### config.mk
export PLATFORM = sky130hd
export DESIGN_NAME = serial_pattern_tx_flat
export DESIGN_NICKNAME = d
export VERILOG_FILES = /design/src/rtl/serial_pattern_tx_if.sv /design/src/rtl/serial_pattern_tx.sv /design/src/flat_wrapper.sv
export SDC_FILE = /design/constraint.sdc
export NUM_CORES = 1
export LEC_CHECK = 0
export ABC_CLOCK_PERIOD_IN_PS = 1450
export CORE_MARGIN = 2
export CORE_UTILIZATION = 27
export CTS_CLUSTER_DIAMETER = 30
export DETAILED_ROUTE_END_ITERATION = 8
export GPL_TIMING_DRIVEN = 1
export PLACE_DENSITY = 0.53
export SLEW_MARGIN = 20
export SYNTH_ARGS = -nofsm -noshare
export SYNTH_HDL_FRONTEND = slang
export SYNTH_SLANG_ARGS = --single-unit
### constraint.sdc
create_clock -name clk -period 1.45 [get_ports clk]
set_input_delay 0.29 -clock clk [delete_from_list [all_inputs] [get_ports clk]]
set_output_delay 0.29 -clock clk [all_outputs]
set_load 0.02 [all_outputs]
### src/rtl/serial_pattern_tx_if.sv
// Handshake/bus bundle between a pattern source and the serial transmitter.
interface serial_pattern_tx_if #(
  parameter int unsigned WIDTH = 8
);
  logic             load;
  logic [WIDTH-1:0] pattern;
  logic [3:0]       len;
  logic             start;
  logic             repeat_en;
  logic             abort;
  logic             w;
  logic             valid;
  logic             busy;
  logic             done;
  logic [2:0]       leds;

  // Pattern source side.
  modport master (
    output load, pattern, len, start, repeat_en, abort,
    input  w, valid, busy, done, leds
  );

  // Transmitter side.
  modport slave (
    input  load, pattern, len, start, repeat_en, abort,
    output w, valid, busy, done, leds
  );
endinterface

### src/rtl/serial_pattern_tx.sv
// Serial pattern transmitter: loads a pattern and length, shifts it out LSB
// first one bit per clock, optionally repeating with a one-cycle gap.
module serial_pattern_tx #(
  parameter int unsigned WIDTH = 8
) (
  input  logic                clk,
  input  logic                reset,
  serial_pattern_tx_if.slave  bus
);
  localparam int unsigned CNT_W = 4;

  typedef enum logic [2:0] {
    S_IDLE   = 3'b000,
    S_LOADED = 3'b001,
    S_SEND   = 3'b010,
    S_GAP    = 3'b011,
    S_DONE   = 3'b100
  } state_t;

  state_t           state;
  logic [WIDTH-1:0] pat_reg;
  logic [WIDTH-1:0] shift;
  logic [CNT_W-1:0] len_reg;
  logic [CNT_W-1:0] cnt;
  logic             w_q;
  logic             valid_q;
  logic             busy_q;
  logic             done_q;
  logic [CNT_W-1:0] len_clamp;
  logic             load_ok;

  // Lengths beyond the register width clamp to the full width.
  assign len_clamp = (bus.len > CNT_W'(WIDTH)) ? CNT_W'(WIDTH) : bus.len;
  assign load_ok   = bus.load && (bus.len != '0);

  // Transmitter FSM with datapath; outputs are registered alongside the state.
  always_ff @(posedge clk) begin
    if (reset) begin
      state   <= S_IDLE;
      pat_reg <= '0;
      shift   <= '0;
      len_reg <= '0;
      cnt     <= '0;
      w_q     <= 1'b0;
      valid_q <= 1'b0;
      busy_q  <= 1'b0;
      done_q  <= 1'b0;
    end else begin
      w_q     <= 1'b0;
      valid_q <= 1'b0;
      busy_q  <= 1'b0;
      done_q  <= 1'b0;
      case (state)
        S_IDLE: begin
          if (load_ok) begin
            pat_reg <= bus.pattern;
            len_reg <= len_clamp;
            state   <= S_LOADED;
          end
        end
        S_LOADED: begin
          if (load_ok) begin
            pat_reg <= bus.pattern;
            len_reg <= len_clamp;
          end else if (bus.start && !bus.load) begin
            shift   <= pat_reg;
            cnt     <= len_reg;
            w_q     <= pat_reg[0];
            valid_q <= 1'b1;
            busy_q  <= 1'b1;
            state   <= S_SEND;
          end
        end
        S_SEND: begin
          if (bus.abort) begin
            state <= S_LOADED;
          end else if (cnt == CNT_W'(1)) begin
            cnt    <= '0;
            busy_q <= 1'b1;
            if (bus.repeat_en) begin
              state <= S_GAP;
            end else begin
              done_q <= 1'b1;
              state  <= S_DONE;
            end
          end else begin
            shift   <= shift >> 1;
            cnt     <= cnt - CNT_W'(1);
            w_q     <= shift[1];
            valid_q <= 1'b1;
            busy_q  <= 1'b1;
          end
        end
        S_GAP: begin
          if (bus.abort) begin
            state <= S_LOADED;
          end else begin
            shift   <= pat_reg;
            cnt     <= len_reg;
            w_q     <= pat_reg[0];
            valid_q <= 1'b1;
            busy_q  <= 1'b1;
            state   <= S_SEND;
          end
        end
        S_DONE: begin
          // Pattern is retained so the source may restart without reloading.
          state <= S_LOADED;
        end
        default: begin
          state <= S_IDLE;
        end
      endcase
    end
  end

  assign bus.w     = w_q;
  assign bus.valid = valid_q;
  assign bus.busy  = busy_q;
  assign bus.done  = done_q;
  assign bus.leds  = 3'(state);

endmodule

### src/flat_wrapper.sv
// flat-port wrapper written by rule: the top's interface ports become plain ports
module serial_pattern_tx_flat 
#(
  parameter int unsigned WIDTH = 8
)
  (clk, reset, bus_load, bus_pattern, bus_len, bus_start, bus_repeat_en, bus_abort, bus_w, bus_valid, bus_busy, bus_done, bus_leds);
  serial_pattern_tx_if #(.WIDTH(WIDTH)) bus_i ();
  input  logic clk;
  input  logic reset;
  input wire logic [$bits(bus_i.load)-1:0] bus_load;
  input wire logic [$bits(bus_i.pattern)-1:0] bus_pattern;
  input wire logic [$bits(bus_i.len)-1:0] bus_len;
  input wire logic [$bits(bus_i.start)-1:0] bus_start;
  input wire logic [$bits(bus_i.repeat_en)-1:0] bus_repeat_en;
  input wire logic [$bits(bus_i.abort)-1:0] bus_abort;
  output wire logic [$bits(bus_i.w)-1:0] bus_w;
  output wire logic [$bits(bus_i.valid)-1:0] bus_valid;
  output wire logic [$bits(bus_i.busy)-1:0] bus_busy;
  output wire logic [$bits(bus_i.done)-1:0] bus_done;
  output wire logic [$bits(bus_i.leds)-1:0] bus_leds;
  assign bus_i.load = bus_load;
  assign bus_i.pattern = bus_pattern;
  assign bus_i.len = bus_len;
  assign bus_i.start = bus_start;
  assign bus_i.repeat_en = bus_repeat_en;
  assign bus_i.abort = bus_abort;
  assign bus_w = bus_i.w;
  assign bus_valid = bus_i.valid;
  assign bus_busy = bus_i.busy;
  assign bus_done = bus_i.done;
  assign bus_leds = bus_i.leds;
  serial_pattern_tx #(.WIDTH(WIDTH)) u_core (.clk(clk), .reset(reset), .bus(bus_i));
endmodule
* Yosys cells after proc, flatten, opt, wreduce, memory -nomap -nowiden
Cells that the tools add are included.
Widths: inputs -> output; s select.
** Operators by class
- Add/subtract/negate cells :: 1
- $lt $le $gt $ge :: 1
- Equality and inequality tests :: 12
- Multiplexer cells :: 35
- Bitwise logic cells :: 2
- Reductions and logical operators :: 13
** Operators by type and width (count)
- $mux 8 :: 5
- $mux 4 :: 6
- $pmux 8 s3 :: 1
- $mux 3 :: 6
- $pmux 3 s5 :: 1
- $pmux 4 s3 :: 1
- $mux 1 :: 11
- $ne 2x2->1 const B :: 4
- $eq 3x2->1 const B :: 2
- $pmux 1 s3 :: 2
- $reduce_and 6->1 :: 1
- $reduce_and 5->1 :: 1
- $eq 4x1->1 const B :: 1
- $gt 4x4->1 const B :: 1
- $ne 2x1->1 const B :: 2
- $reduce_and 4->1 :: 1
- $reduce_bool 4->1 :: 1
- $reduce_or 2->1 :: 2
- $reduce_or 4->1 :: 1
- $sub 4x1->4 const B :: 1
- $eq 3x1->1 const B :: 1
- $eq 3x3->1 const B :: 1
- $logic_not 3->1 :: 1
- $ne 3x2->1 const B :: 1
- other kinds (7) :: 9
** Storage, ports and cells
- Bits in registers :: 31
- Input bits :: 18
- Output and inout bits :: 7
- Logic and storage cells :: 73

* Longest topological paths before layout
- Depth after elaboration :: 5
- Depth in mapped cells :: 7
- Gate-level depth less buffers :: 6

* Worst setup path before layout
No wires, ideal clock.
- Path kind :: flip-flop to flip-flop
- Start point :: register u_core.state[1] (netlist: u_core.bus.leds[1])
- End point :: register u_core.cnt[2]
- Setup time :: 71 ps
- Arrival :: 1551 ps
- Required time :: 1379 ps
- Path slack :: -171 ps
- Stages on the path, launching flop included :: 7
- Clock period less this slack :: 1621 ps
- Path through :: dfxtp_1 buf_6 or3b_4 buf_6 nor4b_4 o21ai_1 a21oi_1
** On the way
- Longest elaborated chain between the ends :: 3
- Elaborated cells between the ends (all ways) :: 10
- Classes of those cells :: 7 x eq/ne; 1 x mux; 2 x reduce/logical
** RTL lines
- from (decl) :: line serial_pattern_tx.sv:20 : state_t state;
- from (signal assigned) :: line serial_pattern_tx.sv:39 : state <= S_IDLE;
- from (signal assigned) :: line serial_pattern_tx.sv:58 : state <= S_LOADED;
- from (signal assigned) :: line serial_pattern_tx.sv:71 : state <= S_SEND;
- $eq 3x2->1 or $eq 3x1->1 (tied branches) :: line serial_pattern_tx.sv:53 : case (state)
- $ne 2x2->1 (no source line) (tied with other cells)
- $reduce_and 5->1 (no source line)
- to (signal assigned) :: line serial_pattern_tx.sv:67 : cnt <= len_reg;
- to (signal assigned) :: line serial_pattern_tx.sv:88 : cnt <= cnt - CNT_W'(1);
- to (signal assigned) :: line serial_pattern_tx.sv:99 : cnt <= len_reg;
- to (decl) :: line serial_pattern_tx.sv:24 : logic [CNT_W-1:0] cnt;
Several ways; a longest one is shown, not always the timed one.
A chain may end at the register's enable or synchronous reset.

* Worst setup path after layout
- Start point :: register u_core.cnt[1]
- End point :: register u_core.shift[4]
** On the way
- Longest elaborated chain between the ends :: 3
** RTL lines
- $eq 4x1->1 :: line serial_pattern_tx.sv:77 : end else if (cnt == CNT_W'(1)) begin
- $ne 2x2->1 (no source line)
- $reduce_and 6->1 (no source line)
- to (signal assigned) :: line serial_pattern_tx.sv:66 : shift <= pat_reg;
- to (signal assigned) :: line serial_pattern_tx.sv:87 : shift <= shift >> 1;
- to (signal assigned) :: line serial_pattern_tx.sv:98 : shift <= pat_reg;
- to (decl) :: line serial_pattern_tx.sv:22 : logic [WIDTH-1:0] shift;
No other way between the ends.

==> key figures <==
GRT
  • GRT Overall Usage: 0.136
  • Initial antenna violation count: 0
  • Vias in the first global route: 1323
  • Largest net degree at the start of global routing: 21
  • Global route total overflow: 0
  • First-pass GRT wire length: 6400 um

Timing
  • Final Worst Setup Slack: -0.182 ns
  • Final Cycle Share: 1.13
  • Min Tclk post-route: 1.63 ns
  • Final Hold Fails: 0
  • Pins over their slew limit: 0
  • Achievable clock frequency: 613 MHz
  • Worst rel slew slack: 0.748
  • Final setup vio count: 16
  • Setup TNS: -1.71 ns
  • Clock skew: 0.00245 ns
  • Unrepaired setup endpoints after global routing: yes
  • Hold WS: 0.480 ns
  • Slew @ Worst Pin: about 0.38 ns

Clock tree
  • Root Driver: clkbuf_8
  • CTS tree: done
  • Hold_buf cts: 0
  • Clk buf depth: 2
  • Worst-Skew Late Latency: 0.28 ns
  • Clock transition at the registers of the reported paths: 0.07 ns
  • CTS buffer count: 5
  • H-tree Lvls: 2
  • CTS sink cnt: 30

Setup path
  • WP data required: 1.61 ns
  • CP max FO: 8
  • Critical Path End Type: register
  • Crit Path Category: register to register
  • Worst Path Arrival: roughly 1.8 ns
  • CP startpoint kind: register

Yosys
  • Ranking of synthesized cells by area: dfxtp_1 42%, mux2i_1 8.3%, nor2_1 6.2%
  • Register area share after synthesis: 0.416
  • #FFs+latches synth: 30
  • Yosys warning count: 0
  • Area leader, netlist: dfxtp_1
  • Synth async-reset ratio: 0
  • Post-synth top area share: 0.416
  • Gate Count Post-Synth: 155
  • Synthesized area: 0.00145 mm2
  • Post-synth EDFFs: 0
  • Synth Net Count: 175
  • Post-synth top flop: dfxtp_1
  • Synth cell types: 39
  • Avg Synthesized Cell Area: 9.32 um2

Finish
  • Commonest cells after routing, fill and taps aside: 29 x buf_4, 25 x dfxtp_1, 19 x nor2_1
  • Final Core Density: 0.454
  • Fillers: ~500
  • Finished Layout Cells: 286
  • Share of layout cells above drive strength 1: 0.370
  • Antenna cells: 0
  • P&R area growth vs syn: 61.5%
  • Leading cell type in the layout, fill and taps excluded: buf_4
  • Max FFs per register: 8
  • # nets final: 235

Die
  • Starting Density: 0.281
  • Placeable Area: 0.00514 mm2
  • DIE WIDTH: 77.2 um
  • Num rows: 26
  • Die H: 77.2 um
  • Ports: 25
  • Full die area: 0.00595 mm2

Power
  • Maximum vdd drop: 0.531 mV
  • Pwr/cell area: 1540 mW/mm2
  • LEAKAGE: 0.924 nW

Detailed routing
  • Vias: 1326
  • Antenna Nets Post-Route: 0
  • DR vias/cell: approximately 4.6
  • Drt wl/cell: 13.9 um
  • 1st-pass router iterations: 4
  • Initial DRC Count: between 40 and 50
  • Final WL: 3980 um
  • Drt drc: 0

Outcome
  • Failing checks: setup timing
  • Outcome: complete, but fails checks

Place
  • IO buf count: 24
  • Placer Congestion: 0.819
  • Post-DP HPWL: 2600 um
  • Dpl ws: -1.04 ns
  • Post-placement cell count: 266

Min path
  • Worst Hold Class: register to register

Run
  • Max_cap viols: 0
[final timing paths]
check / startpoint / end / slack [ns] / cells past startpoint
setup / recovery: u_core.cnt[1]$_SDFFE_PP0P_ / u_core.shift[4]$_SDFFE_PP0P_ / -0.18 / 9
hold / removal: u_core.shift[7]$_SDFFE_PP0P_ / u_core.shift[7]$_SDFFE_PP0P_ / 0.48 / 2
setup reg to reg: u_core.cnt[1]$_SDFFE_PP0P_ / u_core.shift[4]$_SDFFE_PP0P_ / -0.18 / 9
hold reg to reg: u_core.shift[7]$_SDFFE_PP0P_ / u_core.shift[7]$_SDFFE_PP0P_ / 0.48 / 2
[per-stage QoR]
stage,total power [mW],cell area (um2)
after floorplan,1.99,1490
final,3.59,2330
after global routing,3.81,2330
after global placement,2.41,1970
after detailed placement,2.43,1970
after CTS,3.45,2250
[worst max-delay path: stages (launching register included)]
cell	delay (ns)
dfxtp_2	0.33
inv_2	0.05
ha_4	0.15
buf_6	0.10
nor3b_4	0.15
a221oi_4	0.29
buf_12	0.17
buf_8	0.11
buf_4	0.10
a311oi_1	0.07
[cell usage after synthesis (2+ instances only)]
cell and count:
clkbuf_1 2, o211ai_1 4, nor3b_2 2, nand2b_1 4, nor4b_1 2, nand3_1 4, or3b_1 2, nor3_1 3
nor2b_1 3, nor2_1 24, mux2i_1 12, dfxtp_1 30, nand2_1 18, a21oi_1 6, buf_2 4, ha_1 2
inv_1 2, a311oi_1 6, a211oi_1 3, buf_6 2, or4_1 2
[final cells by class]
type	instances	area, um2	share of cell area
Tap cell	70	87.6	0.0375
Multi-Input combinational cell	113	921	0.395
Sequential cell	30	612	0.262
Timing Repair Buffer	63	611	0.262
Clock inverter	2	12.5	0.00536
Clock buffer	6	82.6	0.0354
Inverter	2	7.51	0.00322
[where the power goes]
group | switching [mW] | internal [mW] | leakage (nW)
logic | 0.794 | 0.954 | 0.629
registers | 0.141 | 0.990 | 0.248
clock network | 0.331 | 0.381 | 0.0472
total | 1.27 | 2.32 | 0.924
[what timing repair did]
item,4_1_cts,5_1_grt
buffers inserted,8,6
pin swaps,10,9
cloned,1,0
gates resized for setup,40,11
setup endpoints to repair,37,29
endpoints found under the hold margin,0,0
[logic make-up (layout without fill, tap and decap cells)]
family | count (synthesis) | after routing | synth area share
flops | 30 | 30 | 0.416
fa+ha+maj | 2 | 2 | 0.0173
mux | 12 | 12 | 0.0831
simple gates | 71 | 71 | 0.285
buf+inv | 12 | 73 | 0.0476
compound gates | 28 | 28 | 0.152
[layer usage]
layer	vias up	track usage	share of wire	wire length (um)
met5	-	0	0	0
met4	0	0.0464	0.017	67
met3	9	0.0424	0.045	180
met2	28	0.210	0.45	1780
met1	608	0.180	0.49	1950
li1	681	-	-	-
Power figures use the tool's default switching activity.
